**src/rtl/mem_access_unit.sv**
```systemverilog
// MEM-stage load/store unit: byte-mask/store-data alignment plus an address/data bus handshake FSM.
// Optional MEM_ADDR_EXC_EN: misaligned half/word accesses raise adel_o/ades_o instead of reaching the bus.
module mem_access_unit (
    input  logic        clk,
    input  logic        rst_n,
    input  logic        req_valid,
    input  logic        req_wr,
    input  logic [2:0]  ls_type,
    input  logic [3:0]  load_type_i,
    input  logic [31:0] req_addr,
    input  logic [31:0] req_wdata,
    input  logic        flush,
    output logic        data_req,
    output logic        data_wr,
    output logic [31:0] data_addr,
    output logic [3:0]  data_wstrb,
    output logic [31:0] data_wdata,
    input  logic        data_addr_ok,
    input  logic        data_data_ok,
    input  logic [31:0] data_rdata,
    output logic        stall_o,
    output logic        resp_valid,
    output logic [31:0] mem_rdata_o,
    output logic [3:0]  byte_valid_o,
    output logic [3:0]  load_type_o,
    output logic        adel_o,
    output logic        ades_o
);

    typedef enum logic [2:0] {IDLE, ADDR, DATA, DROP, RESP} state_t;

    state_t      state, state_nxt;
    logic [1:0]  a;
    logic [3:0]  mask;
    logic [31:0] wdata_al;
    logic        err;
    logic        accept;
    logic        capture;
    logic        req_live;

    assign a = req_addr[1:0];

    always_comb begin
        mask     = 4'b1111;
        wdata_al = req_wdata;
        case (ls_type)
            3'd0: begin
                mask     = 4'b0001 << a;
                wdata_al = {4{req_wdata[7:0]}};
            end
            3'd1: begin
                mask     = a[1] ? 4'b1100 : 4'b0011;
                wdata_al = {2{req_wdata[15:0]}};
            end
            3'd3: begin
                mask     = 4'b1111 >> (2'd3 - a);
                wdata_al = req_wdata >> {(2'd3 - a), 3'b000};
            end
            3'd4: begin
                mask     = 4'b1111 << a;
                wdata_al = req_wdata << {a, 3'b000};
            end
            default: begin
                mask     = 4'b1111;
                wdata_al = req_wdata;
            end
        endcase
    end

`ifdef MEM_ADDR_EXC_EN
    always_comb begin
        err = 1'b0;
        case (ls_type)
            3'd0, 3'd3, 3'd4: err = 1'b0;
            3'd1:             err = a[0];
            default:          err = (a != 2'd0);
        endcase
    end
`else
    assign err = 1'b0;
`endif

    assign req_live = (state == IDLE) && req_valid && !flush;
    assign accept   = req_live && !err;

    // Read data is captured on the data_ok that leads into RESP.
    assign capture  = ((state == ADDR) && data_addr_ok && data_data_ok && !flush) ||
                      ((state == DATA) && data_data_ok && !flush);

    always_ff @(posedge clk or negedge rst_n) begin
        if (!rst_n) state <= IDLE;
        else        state <= state_nxt;
    end

    always_comb begin
        state_nxt = state;
        case (state)
            IDLE: if (accept) state_nxt = ADDR;
            ADDR: begin
                if (data_addr_ok) begin
                    if (data_data_ok) state_nxt = flush ? IDLE : RESP;
                    else              state_nxt = flush ? DROP : DATA;
                end else if (flush) begin
                    state_nxt = IDLE;
                end
            end
            DATA: begin
                if (data_data_ok) state_nxt = flush ? IDLE : RESP;
                else if (flush)   state_nxt = DROP;
            end
            DROP: if (data_data_ok) state_nxt = IDLE;
            RESP: state_nxt = IDLE;
            default: state_nxt = IDLE;
        endcase
    end

    always_comb begin
        data_req   = (state == ADDR);
        resp_valid = (state == RESP);
        stall_o    = accept || (state == ADDR) || (state == DATA) || (state == DROP);
`ifdef MEM_ADDR_EXC_EN
        adel_o     = req_live && err && !req_wr;
        ades_o     = req_live && err && req_wr;
`else
        adel_o     = 1'b0;
        ades_o     = 1'b0;
`endif
    end

    // Bus fields are latched on accept and stay frozen until the next accept.
    logic [3:0] lt_q;

    always_ff @(posedge clk or negedge rst_n) begin
        if (!rst_n) begin
            data_wr    <= 1'b0;
            data_addr  <= 32'h0;
            data_wstrb <= 4'h0;
            data_wdata <= 32'h0;
            lt_q       <= 4'h0;
        end else if (accept) begin
            data_wr    <= req_wr;
            data_addr  <= {req_addr[31:2], 2'b00};
            data_wstrb <= mask;
            data_wdata <= wdata_al;
            lt_q       <= load_type_i;
        end
    end

    always_ff @(posedge clk or negedge rst_n) begin
        if (!rst_n) begin
            mem_rdata_o  <= 32'h0;
            byte_valid_o <= 4'h0;
            load_type_o  <= 4'h0;
        end else if (capture) begin
            mem_rdata_o  <= data_rdata;
            byte_valid_o <= data_wstrb;
            load_type_o  <= lt_q;
        end
    end

endmodule
```
**config.mk**
```make
export PLATFORM = sky130hd
export DESIGN_NAME = mem_access_unit
export DESIGN_NICKNAME = d
export VERILOG_FILES = /design/src/rtl/mem_access_unit.sv
export SDC_FILE = /design/constraint.sdc
export NUM_CORES = 1
export LEC_CHECK = 0
export BUFFER_PORTS_ARGS = -buffer_cell sky130_fd_sc_hd__buf_4
export CAP_MARGIN = 25
export CORE_ASPECT_RATIO = 0.75
export CORE_UTILIZATION = 40
export DETAILED_ROUTE_END_ITERATION = 8
export PLACE_DENSITY_LB_ADDON = 0.25
export SYNTH_ARGS = -nofsm -noshare
export SYNTH_HDL_FRONTEND = slang
export SYNTH_SLANG_ARGS = --single-unit
export TNS_END_PERCENT = 50
```
**constraint.sdc**
```tcl
create_clock -name clk -period 2.25 [get_ports clk]
set_clock_uncertainty 0.05 [all_clocks]
set_input_delay 0.1125 -clock clk [delete_from_list [all_inputs] [get_ports clk]]
set_output_delay 0.1125 -clock clk [all_outputs]
set_load 0.01 [all_outputs]
```
## Yosys cells after proc, flatten, opt, wreduce, memory -nomap -nowiden

Cells that the tools add are included.

| cells by class | value |
|---|---|
| add/subtract/negate cells | 1 |
| equal/unequal tests | 11 |
| shifts and indexed selects | 5 |
| mux-type cells | 13 |
| reductions and logical operators | 15 |

Operator list:

| cell | count |
|---|---|
| one-hot mux 32 bit (4 select lines) | 1 |
| left shift 32 x 5 -> 32 bit | 1 |
| right shift 32 x 5 -> 32 bit | 1 |
| 2-to-1 mux 3 bit | 8 |
| one-hot mux 4 bit (4 select lines) | 1 |
| one-hot mux 3 bit (4 select lines) | 1 |
| == test 3 x 2 -> 1 bit, second input constant | 3 |
| logical AND 1 bit | 7 |
| == test 3 x 1 -> 1 bit, second input constant | 2 |
| == test 3 bit, second input constant | 2 |
| zero test 3 bit | 2 |
| logical OR 1 bit | 4 |
| 2-to-1 mux 4 bit | 1 |
| != test 2 bit, second input constant | 2 |
| AND reduction 4 bit | 1 |
| left shift 1 x 2 -> 4 bit, first input constant | 1 |
| left shift 4 x 2 -> 4 bit, first input constant | 1 |
| right shift 4 x 2 -> 4 bit, first input constant | 1 |
| != test 3 x 2 -> 1 bit, second input constant | 1 |
| != test 3 bit, second input constant | 1 |
| subtractor 2 bit, first input constant | 1 |
| zero test 1 bit | 1 |
| 2-to-1 mux 1 bit | 1 |

| storage, ports and cells | value |
|---|---|
| register bits after elaboration | 114 |
| input port bits | 110 |

## Longest topological paths before layout

Gate-level depths: netlist of the first run.

| depth | value |
|---|---|
| depth in word-level cells | 6 |
| mapped depth | 7 |
| depth with buffers taken out | 4 |

## Least setup slack after synthesis of the first run

OpenSTA, ideal clock, no wires.

| path | value |
|---|---|
| path kind | register -> register |
| start point | reg state[2] |
| end point | reg data_addr[11] |
| setup time | 0.117 ns |
| arrival time | 1.530 ns |
| path slack | 0.553 ns |
| cell stages (with the launch flop) | 8 |
| path buffers | 4 |
| clock period less this slack | 1.697 ns |
| path through | dfrtp_1 > buf_6 > or4_4 > buf_6 > buf_6 > buf_2 > nand2_1 > nand2_1 |

| on the way | value |
|---|---|
| word-level cells in the longest chain between the ends | 3 |

RTL lines:

| element | RTL line | RTL |
|---|---|---|
| from (decl) | 32 | `state_t state, state_nxt;` |
| from (signal assigned) | 92 | `else state <= state_nxt;` |
| zero test 3 bit | 83 | `assign req_live = (state == IDLE) && req_valid && !flush;` |
| logical AND 1 bit (2 in a row) | 83 |  |
| to (signal assigned) | 142 | `data_addr <= {req_addr[31:2], 2'b00};` |
| to (decl) | 15 | `output logic [31:0] data_addr,` |

No other way between the ends.
A chain may end at the register's enable or synchronous reset.

## Worst setup path after layout of the first run

| path | value |
|---|---|
| start point | reg state[1] |
| end point | reg mem_rdata_o[11] |

| on the way | value |
|---|---|
| word-level cells in the longest chain between the ends | 5 |
| elaborated cells on any way between the ends | 8 |
| those cells by class | 2 x eq/ne; 6 x reduce/logical |

RTL lines:

| element | RTL line | RTL |
|---|---|---|
| == test 3 x 1 -> 1 bit | 87 | `assign capture = ((state == ADDR) && data_addr_ok && data_data_ok && !flush) \|\|` |
| logical AND 1 bit (3 in a row) | 87 |  |
| logical OR 1 bit (*) | 87 |  |
| to (signal assigned) | 155 | `mem_rdata_o <= data_rdata;` |
| to (decl) | 23 | `output logic [31:0] mem_rdata_o,` |

Mark *: on every way between the ends. The rest lies on a longest branch, timed or not.

==> results of run 1 <==
[worst paths after layout]
check	from	end	slack [ns]	cells after the start
worst max-delay path	state[1]	mem_rdata_o[11]	0.30	5
worst min-delay path	req_wdata[15]	data_wdata[15]	0.009	3
worst max register to register	state[1]	mem_rdata_o[11]	0.30	5
worst min register to register	data_addr[31]	data_addr[31]	0.43	2
max in group asynchronous	rst_n	data_addr[25]	1.32	3
min in group asynchronous	rst_n	mem_rdata_o[5]	0.18	2
[worst min-delay path: cells and delay by family]
| kind | cells | cell delay, ns |
|---|---|---|
| buffers and inverters | 1 | 0.11 |
| AO/OA/AOI/OAI | 2 | 0.20 |
[metal layers]
metal / track usage / part of all wire / vias up
met4: 0.122 / 0.025 / 0
met2: 0.421 / 0.49 / 224
met5: 0 / 0 / -
met1: 0.319 / 0.43 / 2852
met3: 0.0474 / 0.051 / 38
li1: - / - / 2753
[layout by cell type (no fill, tap or decap), drive strengths merged, types with 2 or more instances in the layout]
master / synthesis / routed
a22oi: 16 / 16
o22ai: 16 / 16
dfrtp: 114 / 114
mux2: 56 / 56
clkbuf: 18 / 18
a211oi: 16 / 16
nor2b: 4 / 4
nand2: 127 / 127
nand3: 2 / 2
buf: 38 / 242
nand2b: 17 / 17
a2bb2oi: 8 / 8
inv: 9 / 17
a21oi: 30 / 30
conb: 1 / 4
o31ai: 8 / 8
and3: 2 / 2
clkinvlp: 0 / 4
mux2i: 34 / 34
o21ai: 45 / 45
nor3b: 3 / 3
dlygate4sd3: 0 / 88
nand3b: 9 / 9
nor3: 2 / 2
nor2: 33 / 33
[area by class of cell]
cell class	instances	area, sq um	share of cell area
Sequential cell	114	2850	0.307
Timing Repair Buffer	330	2720	0.293
Clock buffer	18	439	0.0473
Clock inverter	14	141	0.0152
Multi-Input combinational cell	444	2850	0.306
Inverter	9	33.8	0.00364
Tap cell	200	250	0.0270
[flip-flops by register name, indices dropped and copies added (netlist names)]
| signal | count |
|---|---|
| byte_valid_o | 4 |
| data_addr | 30 |
| data_wdata | 32 |
| data_wr | 1 |
| data_wstrb | 4 |
| load_type_o | 4 |
| lt_q | 4 |
| mem_rdata_o | 32 |
| state | 3 |
[logic make-up after synthesis]
family,count (synthesis)
AND/OR/NAND/NOR,206
AO/OA/AOI/OAI,144
flip-flops,114
multiplexers,90
buffers and inverters,65
other,1
[stage by stage]
stage                     utilization  setup slack [ns]
after detailed placement        0.538             0.297
final                           0.638             0.296
after floorplan                     -             0.553
after global routing            0.638             0.234
after global placement          0.538             0.375
after CTS                       0.638             0.288
[power breakdown]
part	internal, mW	total, mW	leakage [nW]	switching (mW)
combinational	1.65	3.03	2.83	1.39
sequential	2.77	3.23	1.39	0.461
clock	1.58	2.64	0.273	1.05
[what timing repair did]
item	CTS	global route
hold buffers	88	0
hold endpoints to repair	122	0
resized for setup	0	0
==> impl_metrics.env, run 1 <==
export IMPL_outcome="finished, final reports clean"
export IMPL_cts_clk_slew_worst_paths_ns=0.06
export IMPL_final_cell_area_sq_mm=0.00929
export IMPL_grt_antenna_before_repair=0
export IMPL_dieWidth_um=144
export IMPL_synth_top_family_by_area="multiplexers"
export IMPL_maxSlewViolCount=0
export IMPL_core_rowCount=38
export IMPL_synth_most_common_cell="nand2_1"
export IMPL_antenna_cells=0
export IMPL_cellPowerDensity_mw_per_mm2=958
export IMPL_yosys_top_cells_count="127 x nand2_1, 114 x dfrtp_1, 56 x mux2_2"
export IMPL_design_final_nets=1026
export IMPL_critPathRequiredTime_ns=2.48
export IMPL_yosys_top_cells_area="dfrtp_1 47%, mux2_2 10%, nand2_1 7.9%"
export IMPL_dp_hpwl_um=13000
export IMPL_wl_um=19700
export IMPL_viasPerCell=5.20
export IMPL_period_share=0.868
export IMPL_endpoint_kind="flip-flop"
export IMPL_instances_no_fill=1129
export IMPL_grt_pass1_vias=5953
export IMPL_cts_sinks=114
export IMPL_root_buffer="clkbuf_16"
export IMPL_clk_latency_ns=0.40
export IMPL_dp_cells=1009
export IMPL_critical_path_class="reg2reg"
export IMPL_cap_viol_max_count=0
export IMPL_h_tree_depth=4
export IMPL_min_period_ns=1.95
export IMPL_finalHoldWorstSlack_ns=0.00909
export IMPL_fin_tns_setup_ns=0
export IMPL_syn_area_sq_mm=0.00601
export IMPL_start_util=0.413
export IMPL_synth_compound_area_frac=0.149
export IMPL_placeableCoreArea_sq_mm=0.0145
export IMPL_grt_pass1_wl_um=30100
export IMPL_crit_path_start_kind="flip-flop"
export IMPL_wl_per_cell_um=17.4
export IMPL_finalSetupViolations=0
export IMPL_synth_top_area_share=0.475
export IMPL_first_pass_iters=6
export IMPL_hold_path_class="in2reg"
export IMPL_yosys_area_share_simple=0.159
export IMPL_nFillCells=1197
export IMPL_grt_ovfl_total=0
export IMPL_clk_path_buf_depth=2
export IMPL_gp_congestion=0.847
export IMPL_crit_chain="buf_4, mux2i_1, and3_2, buf_12, mux2_2"
export IMPL_ys_seq_area_frac=0.475
export IMPL_synth_cell_type_count=43
export IMPL_cts_made_buffers=17
export IMPL_slew_limit_headroom=0.520
export IMPL_ys_warn_count=0
export IMPL_die_y_um=108
export IMPL_yosys_area_top_type="dfrtp_1"
export IMPL_finalHoldViolCount=0
export IMPL_final_layout_size_suffix_gt1_frac=0.367
export IMPL_io_buffers=219
export IMPL_vias=5867
export IMPL_cp_top_family="multiplexers"
export IMPL_p_leak_nw=4.49
export IMPL_syn_instance_count=620
export IMPL_drc=0
export IMPL_cts_tree="built"
export IMPL_cts_setup_buffers=0
export IMPL_die_area_sq_mm=0.0155
export IMPL_max_freq_mhz=512
export IMPL_worstPathArrival_ns=2.18
export IMPL_synthMuxAreaShare=0.162
export IMPL_grt_usage=0.253
export IMPL_critPathBufInv=2
export IMPL_vdd_ir_drop_max_mv=0.647
export IMPL_synth_edf_count=0
export IMPL_crit_fanout=32
export IMPL_synth_adder_area_share=0
export IMPL_slowest_stage="and3_2"
export IMPL_grt_setup_unrepaired="false"
export IMPL_total_power_mw=8.90
export IMPL_ios=224
export IMPL_postRouteAntennaNets=0
export IMPL_drtIter0Drc=474
export IMPL_cp_slowest_stage_delay_ns=0.40
export IMPL_synthFlopType="dfrtp_1"
export IMPL_ys_seq_elements=114
export IMPL_placed_area_sq_mm=0.00782
export IMPL_synth_xor_area_frac=0
export IMPL_tightest_slew_ns=0.720
export IMPL_syn_to_final_growth_pct=54.5
export IMPL_grt_start_max_net_pins=70
export IMPL_synth_avg_cell_area_sq_um=9.69
export IMPL_async_reset_ff_frac=1.00
(Power assumes the default switching activity.)
==> inputs of run 2 (changes only) <==
- CORE_UTILIZATION: 40 -> 35
==> run 2 against run 1 <==
- sequential cell count is the same
- clock-buffer cell count is the same
- sequential power is essentially flat
- core utilization shrank 7.9 points
- non-clock buffer count grew 2
- worst setup slack gained 0.019 ns
- via count shrank 3.0%
- critical path depth shrank 1
- die area grew 14%
- total power grew 0.89%
- critical path type unchanged
==> impl_metrics.env, run 2 (synthesis gave the netlist of run 1 again) <==
export IMPL_outcome="finished, final reports clean"
export IMPL_cts_clk_slew_worst_paths_ns=0.06
export IMPL_die_area_sq_mm=0.0177
export IMPL_min_period_ns=1.93
export IMPL_drtIter0Drc=454
export IMPL_start_util=0.357
export IMPL_p_sw_frac=0.310
export IMPL_layout_commonest_cell="buf_4"
export IMPL_critPathRequiredTime_ns=2.48
export IMPL_placeableCoreArea_sq_mm=0.0168
export IMPL_viasPerCell=4.97
export IMPL_p_comb_frac=0.335
export IMPL_max_freq_mhz=517
export IMPL_grt_setup_unrepaired="false"
export IMPL_top_regs="data_wdata x32, mem_rdata_o x32, data_addr x30"
export IMPL_core_rowCount=41
export IMPL_p_leak_nw=4.53
export IMPL_cts_resized=0
export IMPL_root_buffer="clkbuf_16"
export IMPL_cts_made_buffers=17
export IMPL_cts_setup_buffers=0
export IMPL_pwr_share_clk=0.307
export IMPL_drc=0
export IMPL_cts_tree="built"
export IMPL_finalSetupViolations=0
export IMPL_finalHoldViolCount=0
export IMPL_nFillCells=1439
export IMPL_vias=5690
export IMPL_crit_fanout=41
export IMPL_grt_antenna_before_repair=0
export IMPL_slew_limit_headroom=0.614
export IMPL_tightest_slew_ns=0.579
export IMPL_clk_path_buf_depth=2
export IMPL_critPathBufInv=1
export IMPL_antenna_cells=0
export IMPL_cts_sinks=114
export IMPL_grt_usage=0.219
export IMPL_grt_pass1_wl_um=30000
export IMPL_syn_to_final_growth_pct=56.5
export IMPL_final_layout_size_suffix_gt1_frac=0.360
export IMPL_grt_pass1_vias=5656
export IMPL_finalHoldWorstSlack_ns=0.0179
export IMPL_postRouteAntennaNets=0
export IMPL_dp_cells=1019
export IMPL_dieWidth_um=153
export IMPL_vdd_ir_drop_max_mv=0.485
export IMPL_worstPathArrival_ns=2.17
export IMPL_p_seq_frac=0.358
export IMPL_period_share=0.860
export IMPL_gp_congestion=0.806
export IMPL_hold_path_class="in2reg"
export IMPL_cp_top_family="simple AND/OR/NAND/NOR gates"
export IMPL_ios=224
export IMPL_fin_tns_setup_ns=0
export IMPL_dp_hpwl_um=12700
export IMPL_endpoint_kind="flip-flop"
export IMPL_crit_path_start_kind="flip-flop"
export IMPL_p_switching_mw=2.79
export IMPL_maxSlewViolCount=0
export IMPL_power_internal_mw=6.19
export IMPL_postCtsHoldBufs=95
export IMPL_final_cell_area_sq_mm=0.00941
export IMPL_grt_ovfl_total=0
export IMPL_wl_um=19500
export IMPL_placed_area_sq_mm=0.00786
export IMPL_cap_viol_max_count=0
export IMPL_wl_per_cell_um=17.0
export IMPL_design_final_nets=1028
export IMPL_cp_slowest_stage_delay_ns=0.72
export IMPL_h_tree_depth=4
export IMPL_final_cell_mix="231 x buf_4, 127 x nand2_1, 114 x dfrtp_1"
export IMPL_slowest_stage="or4_4"
export IMPL_io_buffers=219
export IMPL_critical_path_class="reg2reg"
export IMPL_crit_chain="or4_4, buf_12, a22oi_1, o21ai_0"
export IMPL_clk_latency_ns=0.41
export IMPL_first_pass_iters=5
export IMPL_cellPowerDensity_mw_per_mm2=954
export IMPL_instances_no_fill=1145
export IMPL_die_y_um=115
export IMPL_grt_start_max_net_pins=55
## run 2: cell count changes in the layout (fill, tap and decap cells not counted)
cell and delta:
inv_6 -6, clkinv_2 +3, buf_12 +4, clkinv_4 +1, buf_4 -9, inv_8 -1, dlygate4sd3_1 +7, bufinv_16 +2
## run 2: worst paths after layout
| path | startpoint | endpoint | slack [ns] | cells after the start |
|---|---|---|---|---|
| min in group asynchronous | rst_n | mem_rdata_o[3] | 0.17 | 2 |
| max in group asynchronous | rst_n | data_wdata[4] | 1.31 | 3 |
| worst min-delay path | req_wdata[25] | data_wdata[25] | 0.02 | 3 |
| worst max-delay path | state[2] | data_wdata[25] | 0.32 | 4 |
| worst max register to register | state[2] | data_wdata[25] | 0.32 | 4 |
| worst min register to register | lt_q[2] | lt_q[2] | 0.42 | 2 |
## run 2: worst register-to-register path, cell delays in order, from the launching register on
cell	delay [ns]
dfrtp_1	0.48
or4_4	0.72
buf_12	0.24
a22oi_1	0.20
o21ai_0	0.11
## run 2: layout make-up
type	count	area (sq um)	area share
Sequential cell	114	2850	0.303
Multi-Input combinational cell	444	2850	0.302
Timing Repair Buffer	332	2810	0.298
Clock buffer	18	439	0.0467
Tap cell	215	269	0.0286
Clock inverter	13	161	0.0172
Inverter	9	33.8	0.00359
## run 2: per-stage QoR
| step | power, mW | util | setup slack [ns] |
|---|---|---|---|
| floorplan | 4.46 | - | 0.553 |
| global placement | 6.07 | 0.467 | 0.366 |
| detailed placement | 6.11 | 0.467 | 0.339 |
| CTS | 9.05 | 0.559 | 0.317 |
| global route | 9.47 | 0.559 | 0.229 |
| finish | 8.98 | 0.559 | 0.315 |
## run 2: per-layer routing
layer,share of wire,up-vias,global-route usage
met2,0.47,198,0.346
met3,0.058,23,0.0539
met1,0.46,2709,0.295
met4,0.013,0,0.0761
met5,0,-,0
li1,-,2760,-
## run 2: power groups by stage
stage	Sequential, mW	Clock [mW]	Combinational, mW
2_1_floorplan	3.48	0	0.980
3_3_place_gp	3.23	0	2.84
3_5_place_dp	3.23	0	2.88
4_1_cts	3.21	2.82	3.02
5_1_grt	3.31	2.90	3.26
6_report	3.22	2.76	3.00
==> inputs of run 3 (changes only) <==
- ABC_AREA: default -> 1
- CELL_PAD_IN_SITES_DETAIL_PLACEMENT: default -> 1
- CELL_PAD_IN_SITES_GLOBAL_PLACEMENT: default -> 2
- CORE_UTILIZATION: 35 -> 26
- GPL_ROUTABILITY_DRIVEN: default -> 0
==> run 3 against run 2 <==
- the flow now finishes with violations (design-rule violations)
- sequential cell count unchanged
- register-to-register slack gained 0.30 ns
- non-clock buffer count fell by 16
- core utilization shrank 15 points
- total power is 20% higher
- largest cell class is now multi-input gates
- synthesized cell count grew 44%
- clock power about the same
- worst hold slack worse by 0.016 ns
- wire length rose by 28%
- global-route usage decreased by 1.0 points
- combinational power grew 43%
- largest power group is now combinational cells
==> impl_metrics.env, run 3 <==
export IMPL_maxSlewViolCount=0
export IMPL_finalSetupViolations=0
export IMPL_grt_usage=0.209
export IMPL_fin_tns_setup_ns=0
export IMPL_async_reset_ff_frac=1.00
export IMPL_ios=224
export IMPL_critical_path_class="reg2out"
export IMPL_finalHoldViolCount=0
export IMPL_viasPerCell=4.56
export IMPL_yosys_area_top_type="dfrtp_1"
export IMPL_cp_slowest_stage_delay_ns=0.48
export IMPL_instances_no_fill=1494
export IMPL_first_pass_iters=9
export IMPL_critPathBufInv=2
export IMPL_start_util=0.266
export IMPL_critPathRequiredTime_ns=2.09
export IMPL_ys_seq_elements=114
export IMPL_placeableCoreArea_sq_mm=0.0231
export IMPL_cts_tree="built"
export IMPL_synthFlopType="dfrtp_1"
export IMPL_die_y_um=135
export IMPL_period_share=0.885
export IMPL_wl_per_cell_um=16.7
export IMPL_multiInputGateArea_sq_mm=0.00296
export IMPL_grt_ovfl_total=0
export IMPL_synth_cell_type_count=27
export IMPL_design_final_nets=1291
export IMPL_h_tree_depth=4
export IMPL_syn_area_sq_mm=0.00615
export IMPL_dp_hpwl_um=16800
export IMPL_hold_path_class="in2reg"
export IMPL_slowest_stage="dfrtp_1"
export IMPL_postRouteAntennaNets=0
export IMPL_worstPathArrival_ns=1.83
export IMPL_yosys_top_cells_count="459 x nand2_1, 114 x dfrtp_1, 95 x nand3_1"
export IMPL_finalHoldWorstSlack_ns=0.00211
export IMPL_synth_edf_count=0
export IMPL_clk_path_buf_depth=2
export IMPL_io_buffers=219
export IMPL_grt_antenna_before_repair=0
export IMPL_cts_made_buffers=17
export IMPL_dieWidth_um=180
export IMPL_clk_latency_ns=0.42
export IMPL_outcome="finished, violations left"
export IMPL_slew_limit_headroom=0.601
export IMPL_final_cell_mix="459 x nand2_1, 232 x buf_4, 114 x dfrtp_1"
export IMPL_cap_viol_max_count=0
export IMPL_drc=12
export IMPL_root_buffer="clkbuf_16"
export IMPL_endpoint_kind="output port"
export IMPL_min_period_ns=1.99
export IMPL_max_freq_mhz=502
export IMPL_violations="design-rule violations"
export IMPL_grt_pass1_wl_um=39300
export IMPL_cp_top_family="buffers and inverters"
export IMPL_crit_fanout=98
export IMPL_syn_instance_count=893
export IMPL_dp_cells=1382
export IMPL_layout_commonest_cell="nand2_1"
export IMPL_grt_pass1_vias=7071
export IMPL_grt_setup_unrepaired="false"
export IMPL_yosys_top_cells_area="dfrtp_1 46%, nand2_1 28%, nand3_1 7.7%"
export IMPL_synth_top_area_share=0.464
export IMPL_crit_chain="nor2_1, nand3_4, buf_12, nand2_1, buf_4"
export IMPL_drtIter0Drc=368
export IMPL_syn_to_final_growth_pct=54.3
export IMPL_die_area_sq_mm=0.0243
export IMPL_synth_most_common_cell="nand2_1"
export IMPL_cellPowerDensity_mw_per_mm2=1130
export IMPL_ys_seq_area_frac=0.464
export IMPL_vias=6814
export IMPL_cts_setup_buffers=0
export IMPL_cts_sinks=114
export IMPL_p_leak_nw=5.03
export IMPL_ys_warn_count=0
export IMPL_final_layout_size_suffix_gt1_frac=0.240
export IMPL_tightest_slew_ns=0.598
export IMPL_top_regs="data_wdata x32, mem_rdata_o x32, data_addr x30"
export IMPL_core_rowCount=48
export IMPL_cts_clk_slew_worst_paths_ns=0.06
export IMPL_seq_area_sq_mm=0.00285
export IMPL_grt_start_max_net_pins=99
export IMPL_antenna_cells=0
export IMPL_wl_um=24900
export IMPL_synth_avg_cell_area_sq_um=6.89
export IMPL_crit_path_start_kind="flip-flop"
export IMPL_vdd_ir_drop_max_mv=0.510
export IMPL_nFillCells=2886
run 3: cell types whose count changed after synthesis, moves of 31 or more:
cell and delta:
nor2_1 +48, mux2i_1 -34, nand3_1 +93, o21ai_0 -31, mux2_2 -56, nand2_1 +332
run 3: routing by layer:
layer	part of all wire	track usage	vias up	wire (um)
met5	0	0	-	0
met4	0.013	0.0584	0	312
met3	0.051	0.0425	19	1280
met2	0.44	0.329	167	11000
met1	0.50	0.290	3238	12400
li1	-	-	3390	-
run 3: worst min-delay path: cells and delay by family:
| kind | cells | cell delay (ns) |
|---|---|---|
| AND/OR/NAND/NOR | 4 | 0.24 |
| buffers and inverters | 1 | 0.09 |
run 3: cell type report:
cell class,instances,share of cell area
sequential,114,0.301
clock inverter,14,0.0154
clock buffer,18,0.0463
multi-input combinational,708,0.312
tap,300,0.0395
inverter,24,0.00975
timing repair buffer,316,0.276
run 3: path summary, 6_finish.rpt:
kind | from | end | slack, ns | depth (start not counted)
worst max-delay path | state[1] | stall_o | 0.26 | 5
worst min-delay path | req_wdata[25] | data_wdata[25] | 0.002 | 5
worst max register to register | state[1] | lt_q[3] | 0.62 | 6
worst min register to register | lt_q[2] | load_type_o[2] | 0.42 | 2
max in group asynchronous | rst_n | data_addr[23] | 1.28 | 3
min in group asynchronous | rst_n | mem_rdata_o[20] | 0.17 | 2
run 3: metrics by stage:
stage          total power, mW  setup WS (ns)  instance area, sq um  utilization
3_3_place_gp              7.91          0.641                  8110        0.351
3_5_place_dp              7.98          0.629                  8110        0.351
6_report                  10.8          0.259                  9490        0.410
5_1_grt                   11.5          0.119                  9490        0.410
2_1_floorplan             5.56          0.812                  6160            -
4_1_cts                   10.9          0.209                  9490        0.410
run 3: repair_timing:
action / in CTS / in global routing
resized for setup: 0 / 0
hold buffers: 80 / 0
endpoints found under the hold margin: 115 / 0
run 3: kinds of logic (layout without fill, tap and decap cells):
family | after synthesis | count (layout) | synth area share
simple gates | 662 | 662 | 0.440
flops | 114 | 114 | 0.464
buf+inv | 74 | 372 | 0.0578
compound gates | 42 | 42 | 0.0378
other cells | 1 | 4 | 0.000610
run 3: report_power, final:
group	internal, mW	total (mW)	switching (mW)
Combinational	2.06	4.30	2.24
Sequential	3.07	3.73	0.666
Clock	1.59	2.73	1.14
